File: config.mk
export PLATFORM = sky130hd
export DESIGN_NAME = seq_scan_ctrl
export DESIGN_NICKNAME = d
export VERILOG_FILES = /design/src/rtl/seq_scan_ctrl.sv
export SDC_FILE = /design/constraint.sdc
export NUM_CORES = 1
export LEC_CHECK = 0
export ABC_AREA = 1
export BUFFER_PORTS_ARGS = -buffer_cell sky130_fd_sc_hd__buf_2
export CAP_MARGIN = 10
export CORE_MARGIN = 10
export CORE_UTILIZATION = 40
export DETAILED_ROUTE_END_ITERATION = 16
export PLACE_DENSITY_LB_ADDON = 0.12
export SYNTH_ARGS = -nofsm -noshare
export SYNTH_HDL_FRONTEND = slang
export SYNTH_SLANG_ARGS = --single-unit
File: constraint.sdc
create_clock -name clk -period 1.83 [get_ports clk]
set_input_delay 0.0915 -clock clk [delete_from_list [all_inputs] [get_ports clk]]
set_output_delay 0.0915 -clock clk [all_outputs]
set_load 0.1 [all_outputs]
File: src/rtl/seq_scan_ctrl.sv
// Frame-based serial pattern scanner: latches a programmable pattern on start,
// scans a fixed number of qualified bits and reports hits with a saturating count.
module seq_scan_ctrl #(
  parameter int MAX_LEN = 8,
  parameter int CNT_W   = 8,
  parameter int FRM_W   = 16,
  localparam int LEN_W  = $clog2(MAX_LEN + 1)
) (
  input  logic               clk,
  input  logic               rst,
  input  logic               start,
  input  logic [MAX_LEN-1:0] cfg_pattern,
  input  logic [LEN_W-1:0]   cfg_len,
  input  logic               cfg_overlap,
  input  logic [FRM_W-1:0]   cfg_frame,
  input  logic               bit_in,
  input  logic               bit_valid,
  output logic               busy,
  output logic               match,
  output logic               done,
  output logic [CNT_W-1:0]   match_count,
  output logic               sat
);

  localparam logic [1:0] ST_IDLE = 2'd0;
  localparam logic [1:0] ST_SCAN = 2'd1;
  localparam logic [1:0] ST_DONE = 2'd2;

  localparam logic [LEN_W-1:0] LEN_MAX = LEN_W'(MAX_LEN);
  localparam logic [CNT_W-1:0] CNT_MAX = '1;

  // Ones in the low len positions; only those history bits take part in a compare.
  function automatic logic [MAX_LEN-1:0] len_mask(input logic [LEN_W-1:0] len);
    logic [MAX_LEN-1:0] m;
    for (int i = 0; i < MAX_LEN; i++) m[i] = (i < int'(len));
    return m;
  endfunction

  logic [1:0]         state, state_nxt;
  logic [MAX_LEN-1:0] pat_q;
  logic [MAX_LEN-1:0] mask_q;
  logic [LEN_W-1:0]   len_q;
  logic               ovl_q;
  logic [FRM_W-1:0]   rem_q;
  logic [MAX_LEN-1:0] hist_q;
  logic [LEN_W-1:0]   fill_q;
  logic [CNT_W-1:0]   cnt_q;
  logic               sat_q;
  logic               match_q;

  logic [LEN_W-1:0]   len_clamp;
  logic [MAX_LEN-1:0] hist_nxt;
  logic [LEN_W:0]     fill_p1;
  logic               accept;
  logic               scan_bit;
  logic               last_bit;
  logic               hit;

  // NOTE: every signal assigned in always_comb gets a default first, so no path can infer a latch.
  always_comb begin
    len_clamp = cfg_len;
    if (cfg_len == '0) begin
      len_clamp = LEN_W'(1);
    end else if (cfg_len > LEN_MAX) begin
      len_clamp = LEN_MAX;
    end
  end

  assign accept   = (state == ST_IDLE) && start;
  assign scan_bit = (state == ST_SCAN) && bit_valid;
  assign last_bit = scan_bit && (rem_q == FRM_W'(1));
  assign hist_nxt = {hist_q[MAX_LEN-2:0], bit_in};
  assign fill_p1  = {1'b0, fill_q} + (LEN_W + 1)'(1);

  // fill counts bits gathered since start or since the last non-overlapping hit,
  // so stale history contents never produce a hit on their own.
  assign hit = scan_bit
            && (fill_p1 >= {1'b0, len_q})
            && (((hist_nxt ^ pat_q) & mask_q) == '0);

  always_comb begin
    state_nxt = state;
    case (state)
      ST_IDLE: if (start) state_nxt = (cfg_frame == '0) ? ST_DONE : ST_SCAN;
      ST_SCAN: if (last_bit) state_nxt = ST_DONE;
      ST_DONE: state_nxt = ST_IDLE;
      default: state_nxt = ST_IDLE;
    endcase
  end

  // NOTE: sequential state uses non-blocking assignments so every register samples pre-edge values.
  always_ff @(posedge clk) begin
    if (rst) begin
      state   <= ST_IDLE;
      pat_q   <= '0;
      mask_q  <= '0;
      len_q   <= '0;
      ovl_q   <= 1'b0;
      rem_q   <= '0;
      hist_q  <= '0;
      fill_q  <= '0;
      cnt_q   <= '0;
      sat_q   <= 1'b0;
      match_q <= 1'b0;
    end else begin
      state   <= state_nxt;
      match_q <= hit;
      if (accept) begin
        pat_q  <= cfg_pattern;
        mask_q <= len_mask(len_clamp);
        len_q  <= len_clamp;
        ovl_q  <= cfg_overlap;
        rem_q  <= cfg_frame;
        hist_q <= '0;
        fill_q <= '0;
        cnt_q  <= '0;
        sat_q  <= 1'b0;
      end else if (scan_bit) begin
        hist_q <= hist_nxt;
        rem_q  <= rem_q - FRM_W'(1);
        if (hit && !ovl_q) begin
          fill_q <= '0;
        end else if (fill_q != LEN_MAX) begin
          fill_q <= fill_q + LEN_W'(1);
        end
        if (hit) begin
          if (cnt_q == CNT_MAX) begin
            sat_q <= 1'b1;
          end else begin
            cnt_q <= cnt_q + CNT_W'(1);
          end
        end
      end
    end
  end

  assign busy        = (state != ST_IDLE);
  assign done        = (state == ST_DONE);
  assign match       = match_q;
  assign match_count = cnt_q;
  assign sat         = sat_q;

endmodule

==> flow_metrics.env <==
export IMPL_placementRows=31
export IMPL_seqCellArea_um2=1200
export IMPL_grt_max_degree=22
export IMPL_drive_above_1_share=0.234
export IMPL_antenna_found_initial=0
export IMPL_cts_root_buffer="clkbuf_8"
export IMPL_use_met1=0.194
export IMPL_htree_levels=3
export IMPL_p_leak_uw=0.00173
export IMPL_dp_hpwl_um=6160
export IMPL_multi_input_area_um2=1730
export IMPL_worstPathRequired_ns=2.06
export IMPL_synth_seq_area_share=0.383
export IMPL_dieWidth_um=108
export IMPL_syn_cell_area_um2=3090
export IMPL_rsz0062_at_grt="yes"
export IMPL_via_per_inst=4.88
export IMPL_cts_tree="yes"
export IMPL_gp_congestion=0.807
export IMPL_grt_pass1_vias=3003
export IMPL_clk_latency_ns=0.34
export IMPL_netSwitchingPower_uw=1130
export IMPL_use_met3=0.0455
export IMPL_power_density_nw_per_um2=882
export IMPL_worstPathMaxFanout=7
export IMPL_drt_first_pass_iters=4
export IMPL_fin_skew_ns=0.0138
export IMPL_pwr_share_clk=0.340
export IMPL_layout_nets=563
export IMPL_max_freq_mhz=521
export IMPL_max_vdd_ir_drop_v=0.000492
export IMPL_setup_tns_ns=-0.791
export IMPL_yosysWarningCount=0
export IMPL_cts_sinks=59
export IMPL_pwr_share_seq=0.422
export IMPL_vias=3047
export IMPL_layout_setup_ws_ns=-0.0886
export IMPL_cp_start_kind="flop"
export IMPL_initial_utilization=0.419
export IMPL_maxSlewHeadroom=0.662
export IMPL_status="complete, but fails checks"
export IMPL_track_usage=0.148
export IMPL_async_flop_share=0
export IMPL_post_route_period_util=1.05
export IMPL_setup_viol=12
export IMPL_routed_wl_um=8150
export IMPL_synth_top_flop_cell="dfxtp_1"
export IMPL_fp_dieH_um=108
export IMPL_drv_cap=0
export IMPL_clockBufferDepth=2
export IMPL_path_clk_slew_ns=0.08
export IMPL_sw_frac_of_total=0.328
export IMPL_gr_total_overflow=0
export IMPL_fillers=737
export IMPL_worstHoldPathType="input pin to flop"
export IMPL_drv_slew=0
export IMPL_cp_startpoint="fill_q[1]"
export IMPL_synthCells=451
export IMPL_finalHoldViolations=0
export IMPL_cts_setup_buffers=0
export IMPL_drtIter0Drc=101
export IMPL_numCtsBuffers=9
export IMPL_p_int_uw=2300
export IMPL_reg2reg_depth=14
export IMPL_worstSetupPathType="flop to flop"
export IMPL_syn_num_nets=494
export IMPL_antenna_left=0
export IMPL_dp_slack_ns=-0.129
export IMPL_tightest_slew_ns=0.506
export IMPL_ioPinCount=46
export IMPL_p_comb_frac=0.238
export IMPL_r2r_start="fill_q[1]"
export IMPL_synth_edff_count=0
export IMPL_layout_min_cycle_time_ns=1.92
export IMPL_portBuffers=45
export IMPL_avgSynthCellArea_um2=6.84
export IMPL_dieArea_um2=11600
export IMPL_violations="setup timing"
export IMPL_use_met2=0.225
export IMPL_endpoint="match_count[1]"
export IMPL_top_usage_layer="met2"
export IMPL_regToRegEndpoint="match_count[1]"
export IMPL_cp_end_kind="flop"
export IMPL_ys_ff_latch=59
export IMPL_synth_cell_types=33
export IMPL_core_um2=7370
export IMPL_grt_pass1_wl_um=14200
export IMPL_drcViolationCount=0
export IMPL_ff2ff_setup_slack_ns=-0.09
export IMPL_wl_per_cell_um=13.1
export IMPL_arrival_ns=2.15
export IMPL_area_growth_pct=25.9
export IMPL_num_antenna_cells=0
## registers in the layout (all words and copies together) (netlist names)
name         count
pat_q            8
match            1
state            2
ovl_q            1
rem_q           16
len_q            3
hist_q           7
match_count      8
sat              1
fill_q           4
mask_q           8
## power by group through the flow
stage | Sequential, µW | Clock, µW | Combinational (µW)
after floorplan | 1480 | 0 | 521
after global placement | 1470 | 0 | 784
after detailed placement | 1480 | 0 | 784
after CTS | 1450 | 1200 | 809
after global routing | 1460 | 1260 | 926
final | 1450 | 1170 | 816
## kinds of logic after synthesis
| kind of cell | after synthesis | share of synthesized area |
|---|---|---|
| simple gates | 222 | 0.319 |
| compound gates | 75 | 0.131 |
| buf+inv | 71 | 0.0888 |
| flops | 59 | 0.383 |
| xor+xnor | 15 | 0.0426 |
| fa+ha+maj | 9 | 0.0365 |
## per-stage QoR
| step | power, µW | hold slack (ns) | utilization | cells | area (µm²) |
|---|---|---|---|---|---|
| final | 3430 | 0.0104 | 0.528 | 624 | 3890 |
| after global placement | 2260 | 0.341 | 0.483 | 603 | 3560 |
| after detailed placement | 2260 | 0.348 | 0.483 | 603 | 3560 |
| after global routing | 3650 | 0.0336 | 0.528 | 624 | 3890 |
| after CTS | 3460 | 0.000125 | 0.526 | 624 | 3870 |
| after floorplan | 2000 | 0.236 | - | 451 | 3110 |
## area by class of cell
class	instances	share of cell area
multi-input combinational	322	0.444
tap	99	0.0319
inverter	58	0.0566
sequential	59	0.309
clock buffer	9	0.0319
clock inverter	7	0.0177
timing repair buffer	70	0.109
## cell usage after synthesis (all sizes together) (2+ instances only)
library cell  number  area share
dfxtp             59        0.38
inv               58       0.071
nand2            112        0.14
a21oi             30       0.049
a211oi             2      0.0049
nor2              58       0.080
ha                 9       0.036
nor4               5       0.010
a31oi              9       0.018
nand3             29       0.049
a221oi             2      0.0057
nor3               7       0.013
clkbuf             7      0.0085
xor2              14       0.040
o21ai             30       0.049
nand4              7       0.014
buf                6      0.0097
## how the worst min path moves through the flow
stage	cells after the start	start	slack [ns]	endpoint
after global routing	3	cfg_frame[12]	0.03	rem_q[12]
after floorplan	2	start	0.24	state[1]
final	3	start	0.01	state[1]
after detailed placement	3	cfg_pattern[7]	0.35	pat_q[7]
after global placement	3	cfg_pattern[4]	0.34	pat_q[4]
after CTS	3	start	0.0001	state[1]
## cells in the final DEF, fill, tap and decap left out, types with 4 or more instances in the layout
master and n:
dfxtp_1 50, dfxtp_4 4, dlygate4sd3_1 4, o21ai_0 27, nor2_1 54, buf_2 45, ha_1 7, a31oi_1 9
a21oi_1 28, nand3_2 4, xor2_1 13, buf_4 21, nand4_1 7, nor3_1 5, dfxtp_2 5, inv_1 49
nand3_1 24, clkbuf_8 9, nand2_1 107, inv_2 8, nor4_1 5
## per-layer routing
metal	up-vias	part of all wire
met4	0	0.0093
met3	6	0.059
li1	1601	-
met1	1378	0.49
met5	-	0
met2	62	0.44
## critical path: stages (launching register included)
cell	delay, ns
dfxtp_4	0.36
ha_4	0.17
xor2_2	0.15
ha_1	0.29
nand2_1	0.05
nor2_1	0.08
nand2_1	0.05
nand3_1	0.07
nand2_1	0.06
inv_2	0.10
nand2_4	0.09
nor2_8	0.13
inv_4	0.07
nor2_1	0.09
nor2_1	0.05
## timing repair
item / CTS / global route
hold buffers: 4 / 0
gates cloned: 1 / 0
endpoints found under the hold margin: 4 / 0
pin swaps: 7 / 3
gates resized for setup: 12 / 4
endpoints found under the setup margin: 12 / 14
No activity file was read; power rests on OpenSTA's default activity.
